$ cat config.mk
export PLATFORM = sky130hd
export DESIGN_NAME = hazard_ctrl
export DESIGN_NICKNAME = d
export VERILOG_FILES = /design/src/rtl/riscv_pkg.sv /design/src/rtl/hazard_ctrl_load_use_detect.sv /design/src/rtl/hazard_ctrl.sv
export SDC_FILE = /design/constraint.sdc
export NUM_CORES = 1
export LEC_CHECK = 0
export ABC_AREA = 1
export CAP_MARGIN = 10
export CORE_UTILIZATION = 55
export DETAILED_ROUTE_END_ITERATION = 8
export PLACE_DENSITY_LB_ADDON = 0.2
export SETUP_SLACK_MARGIN = 0.5
export SLEW_MARGIN = 10
export SYNTH_ARGS = -nofsm -noshare
export SYNTH_HDL_FRONTEND = slang
export SYNTH_SLANG_ARGS = --single-unit
$ cat constraint.sdc
create_clock -name clk -period 4.2 [get_ports clk]
set_clock_uncertainty 0.2 [all_clocks]
set_input_delay 1.05 -clock clk [delete_from_list [all_inputs] [get_ports clk]]
set_output_delay 1.05 -clock clk [all_outputs]
set_load 0.02 [all_outputs]
$ cat src/rtl/riscv_pkg.sv
// Shared definitions for the 5-stage core: register address width, canonical NOP
// and the hazard sequencer state encoding.
package riscv_pkg;

  localparam int REG_ADDR_W = 5;
  localparam logic [31:0] NOP_INSTR = 32'h00000013;

  typedef enum logic {
    ST_RUN   = 1'b0,
    ST_FLUSH = 1'b1
  } hz_state_e;

endpackage : riscv_pkg

$ cat src/rtl/hazard_ctrl_load_use_detect.sv
// Combinational load-use detector: the instruction in ID reads the register a load
// in EX is about to write. x0 is never a real dependency.
module load_use_detect
  import riscv_pkg::*;
(
  input  logic [REG_ADDR_W-1:0] id_rs1,
  input  logic [REG_ADDR_W-1:0] id_rs2,
  input  logic                  id_uses_rs1,
  input  logic                  id_uses_rs2,
  input  logic                  ex_mem_read,
  input  logic [REG_ADDR_W-1:0] ex_rd,
  output logic                  lu_hazard
);

  logic rs1_match;
  logic rs2_match;

  assign rs1_match = id_uses_rs1 && (id_rs1 == ex_rd);
  assign rs2_match = id_uses_rs2 && (id_rs2 == ex_rd);
  assign lu_hazard = ex_mem_read && (ex_rd != '0) && (rs1_match || rs2_match);

endmodule : load_use_detect

$ cat src/rtl/hazard_ctrl.sv
// Pipeline sequencer: prioritised decode of dmem freeze, branch squash, load-use
// bubble and imem bubble into stage enables, plus stall/flush perf counters.
module hazard_ctrl
  import riscv_pkg::*;
#(
  parameter int FLUSH_CYCLES = 2,
  parameter int CNT_W        = 32
) (
  input  logic                  clk,
  input  logic                  reset,
  input  logic [REG_ADDR_W-1:0] id_rs1,
  input  logic [REG_ADDR_W-1:0] id_rs2,
  input  logic                  id_uses_rs1,
  input  logic                  id_uses_rs2,
  input  logic                  ex_mem_read,
  input  logic [REG_ADDR_W-1:0] ex_rd,
  input  logic                  ex_branch_taken,
  input  logic                  imem_ready,
  input  logic                  dmem_req,
  input  logic                  dmem_ready,
  output logic                  pc_write,
  output logic                  if_id_write,
  output logic                  if_id_flush,
  output logic                  id_ex_write,
  output logic                  id_ex_flush,
  output logic                  back_write,
  output logic [CNT_W-1:0]      stall_cycles,
  output logic [CNT_W-1:0]      flush_cycles
);

  localparam logic [1:0] FLUSH_INIT = 2'(FLUSH_CYCLES - 1);

  hz_state_e  state_q, state_d;
  logic [1:0] flush_left_q, flush_left_d;
  logic       lu_hazard;
  logic       freeze;
  logic [1:0] cnt_inc;   // [0] stall, [1] flush
  logic [CNT_W-1:0] cnt_q [2];
  logic [CNT_W-1:0] cnt_d [2];

  load_use_detect u_load_use_detect (
    .id_rs1      (id_rs1),
    .id_rs2      (id_rs2),
    .id_uses_rs1 (id_uses_rs1),
    .id_uses_rs2 (id_uses_rs2),
    .ex_mem_read (ex_mem_read),
    .ex_rd       (ex_rd),
    .lu_hazard   (lu_hazard)
  );

  assign freeze = dmem_req && !dmem_ready;

  always_comb begin
    pc_write     = 1'b1;
    if_id_write  = 1'b1;
    if_id_flush  = 1'b0;
    id_ex_write  = 1'b1;
    id_ex_flush  = 1'b0;
    back_write   = 1'b1;
    state_d      = state_q;
    flush_left_d = flush_left_q;
    cnt_inc      = 2'b00;

    if (reset) begin
      // Enables stay at their free-running defaults; the flops clear themselves.
    end else if (freeze) begin
      pc_write    = 1'b0;
      if_id_write = 1'b0;
      id_ex_write = 1'b0;
      back_write  = 1'b0;
      cnt_inc[0]  = 1'b1;
    end else if (state_q == ST_FLUSH) begin
      // Squash whatever the fetch path returns; ID/EX only ever sees bubbles here.
      if_id_flush  = 1'b1;
      cnt_inc[1]   = 1'b1;
      flush_left_d = flush_left_q - 2'd1;
      if (flush_left_q == 2'd1) begin
        state_d = ST_RUN;
      end
    end else if (ex_branch_taken) begin
      if_id_flush = 1'b1;
      id_ex_flush = 1'b1;
      cnt_inc[1]  = 1'b1;
      if (FLUSH_CYCLES > 1) begin
        state_d      = ST_FLUSH;
        flush_left_d = FLUSH_INIT;
      end
    end else if (lu_hazard) begin
      pc_write    = 1'b0;
      if_id_write = 1'b0;
      id_ex_flush = 1'b1;
      cnt_inc[0]  = 1'b1;
    end else if (!imem_ready) begin
      pc_write    = 1'b0;
      if_id_flush = 1'b1;
      cnt_inc[0]  = 1'b1;
    end
  end

  always_ff @(posedge clk) begin
    if (reset) begin
      state_q      <= ST_RUN;
      flush_left_q <= 2'd0;
    end else begin
      state_q      <= state_d;
      flush_left_q <= flush_left_d;
    end
  end

  for (genvar gi = 0; gi < 2; gi++) begin : g_cnt
    always_comb begin
      cnt_d[gi] = cnt_q[gi];
      if (cnt_inc[gi] && (cnt_q[gi] != {CNT_W{1'b1}})) begin
        cnt_d[gi] = cnt_q[gi] + CNT_W'(1);
      end
    end

    always_ff @(posedge clk) begin
      if (reset) begin
        cnt_q[gi] <= '0;
      end else begin
        cnt_q[gi] <= cnt_d[gi];
      end
    end
  end

  assign stall_cycles = cnt_q[0];
  assign flush_cycles = cnt_q[1];

endmodule : hazard_ctrl

# Word-level counts from Yosys, hierarchy flattened
# Memory sizes are Yosys's and may differ from the RTL's.
# Index checks and enable logic that the tools add are counted.
[totals] ramBits=64 reg_bits=3 n_memories=1 out_inout_bits=70 wordCells=69 inputBits=24
[memory_table] memory="cnt_q" depth=2 width=32 rd=2 rd_ports_with_merged_regs=0 wr=2 line="hazard_ctrl.sv:38" text="logic [CNT_W-1:0] cnt_q [2];"
[classes] muxes=43 addsub=3 n_bitwise=3 n_eq_ne=5 reduce_logical=12
[ops] op="2-to-1 mux 32 bit" count=4
[ops] op="adder 32 x 1 -> 32 bit, second input constant" count=2
[ops] op="inequality test 32 bit, second input constant" count=2
[ops] op="2-to-1 mux 1 bit" count=36
[ops] op="== test 5 bit" count=2
[ops] op="logical AND 1 bit" count=7
[ops] op="2-to-1 mux 2 bit" count=3
[ops] op="nonzero test 5 bit" count=1
[ops] op="== test 2 x 1 -> 1 bit, second input constant" count=1
[ops] op="OR 1 bit" count=2
[ops] op="AND reduction 2 bit" count=1
[ops] op="nonzero test 2 bit" count=1
[ops] op="subtractor 2 x 1 -> 2 bit, second input constant" count=1
[ops] op="zero test 1 bit" count=1
[ops] op="logical OR 1 bit" count=1
[ops] op="inverter 1 bit" count=1

# Longest topological paths before layout
[depth] word_depth=12 depth_mapped=13

# Hierarchy
# Synthesis repeated with hierarchy kept, for this count alone.
[hier_totals] hier_cells=767 area_unflattened_um2=4473.0
[modules_own_cells] module="hazard_ctrl" n_inst=1 cells_each=713 area_each_um2=4256.6
[modules_own_cells] module="load_use_detect" n_inst=1 cells_each=54 area_each_um2=216.5

# Worst setup path after synthesis
# Ideal clock, no wire load.
[synth_timing] path_kind="input to output" start="in dmem_req" end="out pc_write" required_time_ns=2.950 cell_stages=6 setup_slack_ns=0.776 arrival_time_ns=2.174 path_buffers=1 cell_sequence="inv_1 > nor2_1 > nand2_1 > nand3_1 > clkbuf_1 > inv_1"
[synth_via] elab_chain_cells=3
[synth_rtl] item="start: declaration" line="hazard_ctrl.sv:19" text="input logic dmem_req,"
[synth_rtl] item="logical AND 1 bit" line="hazard_ctrl.sv:51" text="assign freeze = dmem_req && !dmem_ready;"
[synth_rtl] item="2-to-1 mux 1 bit" line="hazard_ctrl.sv:66" text="end else if (freeze) begin"
[synth_rtl] item="2-to-1 mux 1 bit" line="hazard_ctrl.sv:64" text="if (reset) begin"
[synth_rtl] item="end: declaration" line="hazard_ctrl.sv:21" text="output logic pc_write,"
# Every way passes these cells.

# Final worst setup path
[layout_timing] start="in id_rs1[3]" end="out id_ex_flush"
[layout_via] elab_chain_cells=9
[layout_rtl] item="start: declaration" line="hazard_ctrl.sv:11" text="input logic [REG_ADDR_W-1:0] id_rs1,"
[layout_rtl] item="== test 5 bit" line="hazard_ctrl_load_use_detect.sv:18" text="assign rs1_match = id_uses_rs1 && (id_rs1 == ex_rd);"
[layout_rtl] item="logical AND 1 bit" line="hazard_ctrl_load_use_detect.sv:18"
[layout_rtl] item="logical OR 1 bit" line="hazard_ctrl_load_use_detect.sv:20" text="assign lu_hazard = ex_mem_read && (ex_rd != '0) && (rs1_match || rs2_match);"
[layout_rtl] item="logical AND 1 bit" line="hazard_ctrl_load_use_detect.sv:20"
[layout_rtl] item="2-to-1 mux 1 bit" line="hazard_ctrl.sv:88" text="end else if (lu_hazard) begin"
[layout_rtl] item="2-to-1 mux 1 bit" line="hazard_ctrl.sv:80" text="end else if (ex_branch_taken) begin"
[layout_rtl] item="2-to-1 mux 1 bit" line="hazard_ctrl.sv:72" text="end else if (state_q == ST_FLUSH) begin"
[layout_rtl] item="2-to-1 mux 1 bit" line="hazard_ctrl.sv:66"
[layout_rtl] item="2-to-1 mux 1 bit" line="hazard_ctrl.sv:64"
[layout_rtl] item="end: declaration" line="hazard_ctrl.sv:25" text="output logic id_ex_flush,"
# Every way passes these cells.

==> qor.csv <==
metric,value,unit
dominant cells by area after synthesis,"dfxtp_1 31%, nand2_1 19%, a21oi_1 6.9%",
Synth Area per Inst,6.22,um^2
clk sink count,67,
register area share after synthesis,31.2,%
final hold vios,0,
"Core Util, Final",74.0,%
Die ar.,0.00818,mm^2
CTS tree,done,
Crit path required time,2950,ps
number of synthesized register bits,67,
TritonCTS Buffers,9,
final period utilization,88.1,%
max-cap viol count,0,
Initial Utilization,58.1,%
worst-skew pair later-pin latency,340,ps
core box area,0.00741,mm^2
final worst setup slack,498,ps
Layout area overhead,27.3,%
number of synthesized flops with an enable pin,0,
clk root buf,clkbuf_8,
final setup fails,0,
Leak Pwr,2.10,nW
fin crit period,3700,ps
"Max stage delay cell, worst path",clkdlybuf4s50_1,
"Reg clk slew, reported paths",70,ps
largest net degree at the start of global routing,43,
worst-case clock buffer depth,2,
Detailed Routing Iterations Pass 1,5,
most frequent cells after synthesis,"223 x nand2_1, 68 x nor2_1, 67 x dfxtp_1",
Max-slew headroom,61.5,%
Worst Max-Slew Pin Slew,576,ps
drt drc,0,
RSZ-0062 raised after global routing,false,
CTS H-tree lvls,3,
Peak supply drop,179,uV
layout cell share with drive strength beyond 1,5.86,%
PortBufs,93,
initial antenna violation count,0,
die height,90.5,um
Netlist cell types,29,
vias in the first global route,4621,
max incr delay on CP,490,ps
Gate Count Post-Synth,692,
total track usage,31.6,%
Routed WL,12800,um
fmax,270,MHz
Final #Nets,807,
Via density,5.48,
Setup crit start kind,input pin,
Die X,90.5,um
initial DRC count,313,
Placer Congestion,0.948,
Synth area leader,dfxtp_1,
DP HPWL,9310,um
Synth Cell Area,0.00430,mm^2
asr flop ratio synth,0,%
CP arrival,2450,ps
cells along the critical path,clkdlybuf4s50_1 > nor2_1 > nor2_1 > nand3_2 > a21oi_2 > o21ai_0 > nor2_1 > buf_2,
CP Class,input pin to output pin,
Worst setup EP type,output pin,
Yosys top cell area share,31.2,%
Hold WS,281,ps
num rows,31,
YS warnings,0,
"Slew Viols, Final",0,
critical path's most frequent cell,nor2_1,
wire per inst,14.4,um
Mapped Nets,719,
Critical Path Fanout Max,2,
Worst Hold Class,flip-flop to flip-flop,
n_diodes,0,
IO Count,94,
most frequent cell after synthesis,nand2_1,
Via Count,4842,
gr ovfl total,0,
status,finished clean,
Routed Antenna Nets,0,
PD cells,236,mW/mm^2
Synth Flop Type,dfxtp_1,
dpl ws,-37.6,ps
first-pass GRT wire length,21000,um
cell type report:
cell class | count | area, um^2
sequential | 67 | 1340
fill | 634 | 1930
timing repair buffer | 99 | 952
tap | 99 | 124
clock buffer | 11 | 131
inverter | 67 | 251
clock inverter | 5 | 53.8
multi-input combinational | 536 | 2630
power breakdown:
| part | leakage (nW) | switching (mW) | internal, mW |
|---|---|---|---|
| Clock | 0.0971 | 0.245 | 0.273 |
| Combinational | 1.47 | 0.0819 | 0.0447 |
| Sequential | 0.541 | 0.00738 | 0.641 |
| Total | 2.10 | 0.334 | 0.958 |
through the flow:
| step | power [mW] | area (um^2) | setup TNS (ps) | instances |
|---|---|---|---|---|
| finish | 1.29 | 5480 | 0 | 884 |
| global route | 1.34 | 5480 | 0 | 884 |
| floorplan | 0.736 | 4300 | 0 | 692 |
| global placement | 0.783 | 5280 | 0 | 867 |
| detailed placement | 0.789 | 5280 | -37.6 | 867 |
| CTS | 1.30 | 5450 | 0 | 884 |
cell families (layout without fill, tap and decap cells):
family                     after synthesis  after routing  synth area share (%)
AOI/OAI and AO/OA                       71             71                  8.34
xor gates and xnor gates                46             46                  9.36
adders and majority gates                3              3                 0.872
buffers and inverters                   89            182                  8.55
DFF                                     67             67                  31.2
and+or+nand+nor                        416            416                  41.7
layout by cell type (no fill, tap or decap), types with 17 or more instances in the layout:
cell type | synthesis | routed
xor2_1 | 31 | 31
inv_1 | 65 | 65
dfxtp_1 | 67 | 67
a21oi_1 | 59 | 58
nor3_1 | 29 | 29
nand4_1 | 17 | 17
clkdlybuf4s50_1 | 0 | 73
nor2_1 | 68 | 63
nand2_1 | 223 | 223
nand3_1 | 56 | 53
what timing repair did:
item,CTS,global route
hold buffers,0,0
cloned,0,0
buffers inserted,1,0
pin swaps,7,8
endpoints found under the setup margin,6,4
gates resized for setup,31,11
endpoints found under the hold margin,0,0
routing by layer:
metal  global-route usage, %  up-vias  wire, um
met5                       0        -         0
met3                    5.30       45       777
met2                    57.8      208      6560
li1                        -     2407         -
met4                    14.0        0       400
met1                    35.5     2182      5030
final timing paths:
kind	start	slack [ps]	cells after the start	end
max	id_rs1[3]	500	8	id_ex_flush
min	flush_left_q[1]	280	2	flush_left_q[1]
max reg2reg	cnt_q[0][0]	1610	12	cnt_q[0][0]
min reg2reg	flush_left_q[1]	280	2	flush_left_q[1]
worst max-delay path: cells and delay by family:
kind / cells / cell delay [ps]
AOI/OAI and AO/OA: 2 / 280
and+or+nand+nor: 4 / 460
buffers and inverters: 2 / 660
flip-flops by register name, summed over array words and instances, names as in the netlist:
name / flops
cnt_q: 64
state_q: 1
flush_left_q: 2
(Power assumes the default switching activity.)
